==> src/rtl/tile_seq_p.sv <==
// Tile sequencer for an ARR x ARR MAC array: walks t (innermost), m, then n tiles,
// issuing operand load beats, a compute window, drain wait and accumulate write-back.
module tile_seq_p #(
   parameter int ARR    = 4,
   parameter int DIM_W  = 5,
   parameter int DATA_W = 8,
   localparam int LOG_ARR = $clog2(ARR),
   localparam int TW      = DIM_W - LOG_ARR,
   localparam int AW      = 2*TW + LOG_ARR,
   localparam int SH_W    = $clog2(ARR*DATA_W+1)
) (
   input  logic               CLK,
   input  logic               RST,
   input  logic               Start,
   input  logic [3*DIM_W-1:0] MNT,
   input  logic               Stall,
   input  logic               Tile_Done,
   input  logic               STORE_ACK,
   output logic               BUSY,
   output logic               DONE,
   output logic               ERR,
   output logic               LOAD_I,
   output logic               LOAD_W,
   output logic [LOG_ARR-1:0] IROW,
   output logic [LOG_ARR-1:0] WROW,
   output logic [AW-1:0]      ADDR_I,
   output logic [AW-1:0]      ADDR_W,
   output logic [AW-1:0]      ODST,
   output logic               START_CALC,
   output logic               ACC,
   output logic               STORE_REQ,
   output logic [LOG_ARR:0]   ROW_TOTAL,
   output logic [TW-1:0]      T_IDX,
   output logic [TW-1:0]      M_IDX,
   output logic [TW-1:0]      N_IDX,
   output logic [SH_W-1:0]    SHAMT,
   output logic               CLR_DP,
   output logic               CLR_W
);

   typedef enum logic [2:0] {
      IDLE, LOAD_BOTH, LOAD_IN, RUN, DRAIN, STORE, BRANCH
   } state_t;

   state_t             state_q, state_d;
   logic [DIM_W-1:0]   m_q, n_q, t_q;
   logic [TW-1:0]      t_idx_q, m_idx_q, n_idx_q;
   logic [LOG_ARR:0]   icnt_q, wcnt_q, i_nxt, w_nxt;
   logic [LOG_ARR-1:0] rcnt_q;
   logic [LOG_ARR:0]   rem_t_q, rem_m_q;
   logic [SH_W-1:0]    shamt_q;
   logic               acc_q, last_q;
   logic               done_q, err_q, clr_dp_q, clr_w_q;
   logic               load_i, load_w, start_ok, start_bad, enter_branch;
   logic               t_wrap, m_wrap, n_wrap;
   logic [DIM_W-1:0]   mnt_m, mnt_n, mnt_t;

   assign mnt_m = MNT[3*DIM_W-1:2*DIM_W];
   assign mnt_n = MNT[2*DIM_W-1:DIM_W];
   assign mnt_t = MNT[DIM_W-1:0];

   // Rows left in a dimension at tile idx, clipped to the array edge.
   function automatic logic [LOG_ARR:0] rem_of(input logic [DIM_W-1:0] x,
                                                input logic [TW-1:0]    idx);
      logic [DIM_W-1:0] left;
      left = x - {idx, {LOG_ARR{1'b0}}};
      if (left >= DIM_W'(ARR)) rem_of = (LOG_ARR+1)'(ARR);
      else                     rem_of = (LOG_ARR+1)'(left);
   endfunction

   function automatic logic [TW-1:0] last_idx(input logic [DIM_W-1:0] x);
      last_idx = TW'((x - DIM_W'(1)) >> LOG_ARR);
   endfunction

   function automatic logic [SH_W-1:0] shamt_of(input logic [LOG_ARR:0] rem);
      shamt_of = SH_W'((ARR - int'(rem)) * DATA_W);
   endfunction

   assign t_wrap = (t_idx_q == last_idx(t_q));
   assign m_wrap = (m_idx_q == last_idx(m_q));
   assign n_wrap = (n_idx_q == last_idx(n_q));

   always_comb begin
      state_d   = state_q;
      load_i    = 1'b0;
      load_w    = 1'b0;
      start_ok  = 1'b0;
      start_bad = 1'b0;
      i_nxt     = icnt_q;
      w_nxt     = wcnt_q;
      case (state_q)
         IDLE: begin
            if (Start) begin
               if ((mnt_m == '0) || (mnt_n == '0) || (mnt_t == '0)) begin
                  start_bad = 1'b1;
               end else begin
                  start_ok = 1'b1;
                  state_d  = LOAD_BOTH;
               end
            end
         end
         LOAD_BOTH: begin
            load_i = (icnt_q < rem_t_q) && !Stall;
            load_w = (wcnt_q < rem_m_q) && !Stall;
            i_nxt  = icnt_q + {{LOG_ARR{1'b0}}, load_i};
            w_nxt  = wcnt_q + {{LOG_ARR{1'b0}}, load_w};
            if ((i_nxt == rem_t_q) && (w_nxt == rem_m_q)) state_d = RUN;
         end
         LOAD_IN: begin
            load_i = (icnt_q < rem_t_q) && !Stall;
            i_nxt  = icnt_q + {{LOG_ARR{1'b0}}, load_i};
            if (i_nxt == rem_t_q) state_d = RUN;
         end
         RUN: begin
            if (rcnt_q == LOG_ARR'(ARR-1)) state_d = DRAIN;
         end
         DRAIN: begin
            if (Tile_Done) state_d = acc_q ? STORE : BRANCH;
         end
         STORE: begin
            if (STORE_ACK) state_d = BRANCH;
         end
         BRANCH: begin
            if (last_q)                state_d = IDLE;
            else if (t_idx_q != '0)    state_d = LOAD_IN;
            else                       state_d = LOAD_BOTH;
         end
         default: state_d = IDLE;
      endcase
   end

   assign enter_branch = (state_d == BRANCH) && (state_q != BRANCH);

   always_ff @(posedge CLK) begin
      if (RST) begin
         state_q  <= IDLE;
         m_q      <= '0;
         n_q      <= '0;
         t_q      <= '0;
         t_idx_q  <= '0;
         m_idx_q  <= '0;
         n_idx_q  <= '0;
         icnt_q   <= '0;
         wcnt_q   <= '0;
         rcnt_q   <= '0;
         rem_t_q  <= '0;
         rem_m_q  <= '0;
         shamt_q  <= '0;
         acc_q    <= 1'b0;
         last_q   <= 1'b0;
         done_q   <= 1'b0;
         err_q    <= 1'b0;
         clr_dp_q <= 1'b0;
         clr_w_q  <= 1'b0;
      end else begin
         state_q  <= state_d;
         done_q   <= 1'b0;
         err_q    <= start_bad;
         clr_dp_q <= 1'b0;
         clr_w_q  <= 1'b0;

         if (start_ok) begin
            m_q     <= mnt_m;
            n_q     <= mnt_n;
            t_q     <= mnt_t;
            t_idx_q <= '0;
            m_idx_q <= '0;
            n_idx_q <= '0;
            icnt_q  <= '0;
            wcnt_q  <= '0;
            rcnt_q  <= '0;
            last_q  <= 1'b0;
            rem_t_q <= rem_of(mnt_t, '0);
            rem_m_q <= rem_of(mnt_m, '0);
            shamt_q <= shamt_of(rem_of(mnt_n, '0));
            acc_q   <= 1'b0;
         end

         // Load beat counters restart for the next tile as soon as RUN is entered.
         if ((state_q == LOAD_BOTH) || (state_q == LOAD_IN)) begin
            if (state_d == RUN) begin
               icnt_q <= '0;
               wcnt_q <= '0;
            end else begin
               icnt_q <= i_nxt;
               wcnt_q <= w_nxt;
            end
         end

         if (state_q == RUN) rcnt_q <= rcnt_q + LOG_ARR'(1);

         if (enter_branch) begin
            last_q <= t_wrap && m_wrap && n_wrap;
            if (!t_wrap) begin
               t_idx_q <= t_idx_q + TW'(1);
            end else begin
               t_idx_q <= '0;
               if (!m_wrap) begin
                  m_idx_q <= m_idx_q + TW'(1);
               end else begin
                  m_idx_q <= '0;
                  n_idx_q <= n_wrap ? '0 : n_idx_q + TW'(1);
               end
            end
         end

         // Pointers already advanced here, so the tile geometry is for the next tile.
         if (state_q == BRANCH) begin
            rem_t_q  <= rem_of(t_q, t_idx_q);
            rem_m_q  <= rem_of(m_q, m_idx_q);
            shamt_q  <= shamt_of(rem_of(n_q, n_idx_q));
            acc_q    <= (n_idx_q != '0);
            clr_dp_q <= 1'b1;
            if (last_q) begin
               done_q  <= 1'b1;
               clr_w_q <= 1'b1;
            end else if (t_idx_q == '0) begin
               clr_w_q <= 1'b1;
            end
         end
      end
   end

   assign BUSY       = (state_q != IDLE);
   assign DONE       = done_q;
   assign ERR        = err_q;
   assign LOAD_I     = load_i;
   assign LOAD_W     = load_w;
   assign IROW       = icnt_q[LOG_ARR-1:0];
   assign WROW       = wcnt_q[LOG_ARR-1:0];
   assign ADDR_I     = {n_idx_q, t_idx_q, icnt_q[LOG_ARR-1:0]};
   assign ADDR_W     = {n_idx_q, m_idx_q, wcnt_q[LOG_ARR-1:0]};
   assign ODST       = {m_idx_q, t_idx_q, icnt_q[LOG_ARR-1:0]};
   assign START_CALC = (state_q == RUN);
   assign ACC        = acc_q;
   assign STORE_REQ  = (state_q == STORE);
   assign ROW_TOTAL  = rem_t_q;
   assign T_IDX      = t_idx_q;
   assign M_IDX      = m_idx_q;
   assign N_IDX      = n_idx_q;
   assign SHAMT      = shamt_q;
   assign CLR_DP     = clr_dp_q;
   assign CLR_W      = clr_w_q;

endmodule

==> config.mk <==
export PLATFORM = sky130hd
export DESIGN_NAME = tile_seq_p
export DESIGN_NICKNAME = d
export VERILOG_FILES = /design/src/rtl/tile_seq_p.sv
export SDC_FILE = /design/constraint.sdc
export NUM_CORES = 1
export LEC_CHECK = 0
export ABC_AREA = 1
export CAP_MARGIN = 40
export CORE_ASPECT_RATIO = 0.8
export CORE_MARGIN = 2
export CORE_UTILIZATION = 34
export CTS_BUF_LIST = sky130_fd_sc_hd__clkbuf_16
export CTS_CLUSTER_SIZE = 14
export DETAILED_ROUTE_END_ITERATION = 16
export PLACE_DENSITY_LB_ADDON = 0.2
export SYNTH_ARGS = -nofsm -noshare
export SYNTH_HDL_FRONTEND = slang
export SYNTH_SLANG_ARGS = --single-unit
==> constraint.sdc <==
create_clock -name CLK -period 3 [get_ports CLK]
set_clock_uncertainty 0.1 [all_clocks]
set_input_delay 0.3 -clock CLK [delete_from_list [all_inputs] [get_ports CLK]]
set_output_delay 0.3 -clock CLK [all_outputs]
set_load 0.005 [all_outputs]
---- Word-level counts from Yosys, hierarchy flattened ----
Index checks and enable logic that the tools add are counted.
storage, ports and cells
  logic and storage cells ................. 148
  flip-flop bits (word level) ............. 50
  input bits .............................. 21
  output and inout port bits .............. 56
cells by class
  reductions and logical operators ........ 27
  bitwise operators ....................... 3
  equal/unequal tests ..................... 17
  multiplexer cells ....................... 60
  magnitude comparators ................... 8
  add/subtract/negate cells ............... 14
operator list
  operator               count
  $mux W3                39
  $ge A5 B3 Y1 const B   6
  $pmux W3 S7            1
  $eq A3 B3 Y1           5
  $logic_not A5 Y1       3
  $sub A5 B1 Y5 const B  3
  $sub A5 B5 Y5          3
  $mux W1                13
  $eq A3 B3 Y1 const B   4
  $mux W6                2
  $mux W2                5
  $add A3 B1 Y3 const B  3
  $eq A3 B2 Y1 const B   3
  $reduce_bool A3 Y1     3
  $reduce_bool A2 Y1     4
  $add A3 B1 Y3          2
  $logic_and A1 B1 Y1    6
  $logic_not A3 Y1       2
  $lt A3 B3 Y1           2
  $ne A3 B2 Y1 const B   2
  $sub A3 B3 Y3 const A  2
  $reduce_and A2 Y1      2
  $reduce_or A2 Y1       2
  $eq A3 B1 Y1 const B   1
  7 further kinds        11

---- Depth between registers and ports, before layout ----
  depth in word-level cells ............... 11
  gate-level depth with buffers ........... 20
  gate-level depth less buffers ........... 20

---- Least setup slack after synthesis ----
No wires, ideal clock.
  path type ............................... reg-to-reg
  from .................................... register rem_t_q[2], in the netlist ROW_TOTAL[2]
  to ...................................... register m_idx_q[2], in the netlist M_IDX[2]
  stages on the path, launching flop included .. 19
  required time ........................... 2,789 ps
  library setup time ...................... 111 ps
  slack ................................... 335 ps
  arrival time ............................ 2,454 ps
  cell sequence ........................... dfxtp_1 > inv_1 > ha_1 > o211a_1 > a2111oi_0 > ha_1 > ha_1 > nand2_1 > nand2_1 > nor2_1 > inv_1 > nor2_1 > nand2_1 > nand2_4 > nand3_4 > inv_2 > nand2_1 > nand2_1 > nor2_1
between the ends
  longest elaborated chain between the ends .. 10
ends and longest elaborated chain
  element                 line      text
  start, declared         50        logic [LOG_ARR:0] rem_t_q, rem_m_q;
  start signal, assigned  173       rem_t_q <= rem_of(mnt_t, '0);
  start signal, assigned  209       rem_t_q <= rem_of(t_q, t_idx_q);
  $lt A3 B3 Y1            103, 110
  $logic_and A1 B1 Y1     103, 110
  $add A3 B1 Y3           105, 111
  $eq A3 B3 Y1 *          107, 112
  $logic_and A1 B1 Y1     107       if ((i_nxt == rem_t_q) && (w_nxt == rem_m_q)) state_d = RUN;
  $mux W3                 107
  $pmux W3 S7 *           91        case (state_q)
  $eq A3 B3 Y1 *          132       assign enter_branch = (state_d == BRANCH) && (state_q != BRANCH);
  $logic_and A1 B1 Y1 *   132
  $mux W3 *               192       if (enter_branch) begin
  end signal, assigned    199       m_idx_q <= m_idx_q + TW'(1);
  end, declared           47        logic [TW-1:0] t_idx_q, m_idx_q, n_idx_q;
Mark *: on every way between the ends. The rest lies on a longest branch, timed or not.
A chain may end at the register's enable or synchronous reset.

---- Worst setup path in the final report ----
  from .................................... register rem_m_q[1]
  to ...................................... register icnt_q[1]
between the ends
  longest elaborated chain between the ends .. 10
ends and longest elaborated chain
  element                                                        line  text
  start, declared                                                50
  start signal, assigned                                         174   rem_m_q <= rem_of(mnt_m, '0);
  start signal, assigned                                         210   rem_m_q <= rem_of(m_q, m_idx_q);
  $lt A3 B3 Y1                                                   104   load_w = (wcnt_q < rem_m_q) && !Stall;
  $logic_and A1 B1 Y1                                            104
  $add A3 B1 Y3                                                  106   w_nxt = wcnt_q + {{LOG_ARR{1'b0}}, load_w};
  $eq A3 B3 Y1 *                                                 107
  $logic_and A1 B1 Y1 *                                          107
  $mux W3 *                                                      107
  $pmux W3 S7 *                                                  91
  $eq A3 B2 Y1 *                                                 181   if (state_d == RUN) begin
  $ne A3 B2 Y1 (no source line) or $mux W3 (tied branches)       --
  $reduce_and A2 Y1 (no source line) or $mux W3 (tied branches)  --
  end signal, assigned                                           185   icnt_q <= i_nxt;
  end, declared                                                  48    logic [LOG_ARR:0] icnt_q, wcnt_q, i_nxt, w_nxt;
Marks and branches as above.

==> results.sh <==
export IMPL_status="finished, final reports clean"
export IMPL_rows=32
export IMPL_path_cells="inv_1, ha_1, a21boi_0, o21a_1, nor3_1, ha_1, ha_1, xnor2_1, nand3_1, nor2_1, nand2_2, nand2_4, buf_4, nand2_2, nand3_1, a21oi_1"
export IMPL_cap_viol_max_count=0
export IMPL_clockRootBuffer="clkbuf_16"
export IMPL_setup_tns_ns=0
export IMPL_die_height_microns=93.65
export IMPL_setup_viol=0
export IMPL_hp_class="reg -> reg"
export IMPL_wl_per_cell_microns=12.53
export IMPL_crit_path_top_delay_cell="dfxtp_2"
export IMPL_criticalPathCategory="reg -> reg"
export IMPL_cpMostUsedCell="ha_1"
export IMPL_synth_area_leaders="dfxtp_1, nand2_1, buf_4"
export IMPL_nNetsFinal=583
export IMPL_peakVddDrop_uv=243.5
export IMPL_synth_yosys_seq_area_share=0.2930
export IMPL_cts_htree_levels=2
export IMPL_ys_ff_latch=50
export IMPL_port_buffers=73
export IMPL_postSynthCellCount=492
export IMPL_synth_top_cell_area_share=0.2930
export IMPL_synth_area_sq_um=3416
export IMPL_power_per_cell_area_nw_per_um2=525.1
export IMPL_hpwlAfterDp_microns=6495
export IMPL_io_pins=77
export IMPL_crit_buf_inv=2
export IMPL_cts_hold_buf=0
export IMPL_path_max_fanout=6
export IMPL_drive_gt1_frac=0.1089
export IMPL_cts_tree="yes"
export IMPL_end_kind="flip-flop"
export IMPL_overflow=0
export IMPL_drcViolationCount=0
export IMPL_place_congestion=0.8533
export IMPL_critPathTopFamily="simple AND/OR/NAND/NOR gates"
export IMPL_drt_iter0_drc=111
export IMPL_finalHoldViolations=0
export IMPL_grt_pass1_wl_microns=14150
export IMPL_ant_nets=0
export IMPL_fmax_ghz=0.3590
export IMPL_vias_per_cell=4.549
export IMPL_start_util=0.3525
export IMPL_avgSynthCellArea_sq_um=6.943
export IMPL_top_regs="m_q x5, n_q x5, t_q x5"
export IMPL_cts_buffers=5
export IMPL_rsz0062_at_grt="no"
export IMPL_post_route_util=0.4450
export IMPL_clockBufferDepth=2
export IMPL_drv_slew=0
export IMPL_totalWireLength_microns=8494
export IMPL_fp_dieArea_sq_um=10870
export IMPL_fp_dieW_microns=116.1
export IMPL_min_period_over_period=0.9285
export IMPL_groute_usage_overall=0.1637
export IMPL_fillCellCount=1030
export IMPL_synthToLayoutAreaGrowth_pct=26.23
export IMPL_cp_data_required_time_ns=3.08
export IMPL_core_sq_um=9689
export IMPL_clock_sinks=50
export IMPL_worst_slew_pin_transition_ns=0.5662
export IMPL_drtPass1Iterations=4
export IMPL_antenna_found_initial=0
export IMPL_synth_top_area_cell="dfxtp_1"
export IMPL_cts_clk_slew_worst_paths_ns=0.07
export IMPL_synth_distinct_cells=39
export IMPL_grt_max_degree=35
export IMPL_leakage_nw=1.873
export IMPL_antenna_cells=0
export IMPL_yosys_warnings=0
export IMPL_worst_path_largest_cell_delay_ns=0.37
export IMPL_clk_insertion_delay_late_ns=0.30
export IMPL_period_minus_slack_ns=2.786
export IMPL_slew_headroom=0.6221
export IMPL_crit_path_start_kind="flip-flop"
export IMPL_vias=3084
export IMPL_crit_arrival_ns=2.87
export IMPL_grt_pass1_vias=2950
## layer usage
layer  vias up  GRT usage  routed length [microns]
li1       1643          -                        -
met1      1373     0.2305                     4389
met2        60     0.2636                     3679
met3         8    0.02774                      348
met4         0    0.03373                       76
met5         -          0                        0
## worst reg2reg max path, cell delays in order (launching register included)
cell and delay (ns):
dfxtp_2 0.37, inv_1 0.06, ha_1 0.25, a21boi_0 0.12
o21a_1 0.19, nor3_1 0.15, ha_1 0.18, ha_1 0.25
xnor2_1 0.15, nand3_1 0.08, nor2_1 0.14, nand2_2 0.10
nand2_4 0.14, buf_4 0.13, nand2_2 0.10, nand3_1 0.10
a21oi_1 0.07
## report_power, final
group	switching [mW]	total, mW	internal, mW
Combinational	0.457	0.792	0.335
Sequential	0.0704	0.809	0.738
Clock	0.268	0.664	0.396
## path summary, 6_finish.rpt
path                            depth (start not counted)        from        end  slack (ns)
worst min register to register                          2      t_q[4]     t_q[4]        0.37
worst min-delay path                                    2      t_q[4]     t_q[4]        0.37
worst max register to register                         16  rem_m_q[1]  icnt_q[1]        0.21
worst max-delay path                                   16  rem_m_q[1]  icnt_q[1]        0.21
## metrics by stage
stage          instances  setup WS [ns]  hold slack (ns)  power [mW]  cell area [sq um]
2_1_floorplan        494         0.3353           0.3327       1.366               3423
5_1_grt              678        0.01491           0.3882       2.430               4312
4_1_cts              677        0.07723           0.3715       2.264               4260
6_report             678         0.2145           0.3704       2.264               4312
3_3_place_gp         669         0.1851           0.3457       1.582               4091
3_5_place_dp         669        0.06530           0.3570       1.595               4091
## Yosys cell counts (all sizes together)
library cell / n
fa: 3
o21a: 1
nor4: 1
a211oi: 1
o21ai: 35
clkbuf: 5
nand2: 105
inv: 70
dfxtp: 50
buf: 38
ha: 18
nor3: 11
conb: 1
o22ai: 1
a21boi: 1
nand3: 45
nand4: 5
o211a: 1
xor2: 2
a31oi: 4
nor2: 50
xnor2: 8
a2111oi: 1
and2: 1
a21oi: 33
and3: 1
## kinds of logic (layout without fill, tap and decap cells)
group / after synthesis / count (layout) / share of synthesized area
xor+xnor: 10 / 10 / 0.02564
compound gates: 78 / 78 / 0.1242
simple gates: 219 / 219 / 0.3077
fa+ha+maj: 21 / 21 / 0.08352
other cells: 1 / 3 / 0.001098
flops: 50 / 50 / 0.2930
buf+inv: 113 / 161 / 0.1648
## what timing repair did
action                                  4_1_cts  5_1_grt
buffers inserted                              0        1
endpoints found under the setup margin        0       16
resized for setup                             0        9
## area by class of cell
class                   instances  area [sq um]  area share
clock inverters                 3         43.79     0.01016
inverters                      70         262.8     0.06094
repair buffers                 83         805.8      0.1869
multi-input cells             331          1902      0.4411
flip-flops and latches         50          1002      0.2324
clock buffers                   5         125.1     0.02902
well taps                     136         170.2     0.03947
## cells in the final DEF, fill, tap and decap left out, drive strengths merged, types with 8 or more instances in the layout
master         Yosys  routed
nand2            105     105
clkdlybuf4s50      0      73
inv               70      71
dfxtp             50      50
nor2              50      50
nand3             45      45
o21ai             35      35
a21oi             33      33
ha                18      18
nor3              11      11
buf               38      10
xnor2              8       8
(Power assumes the default switching activity.)
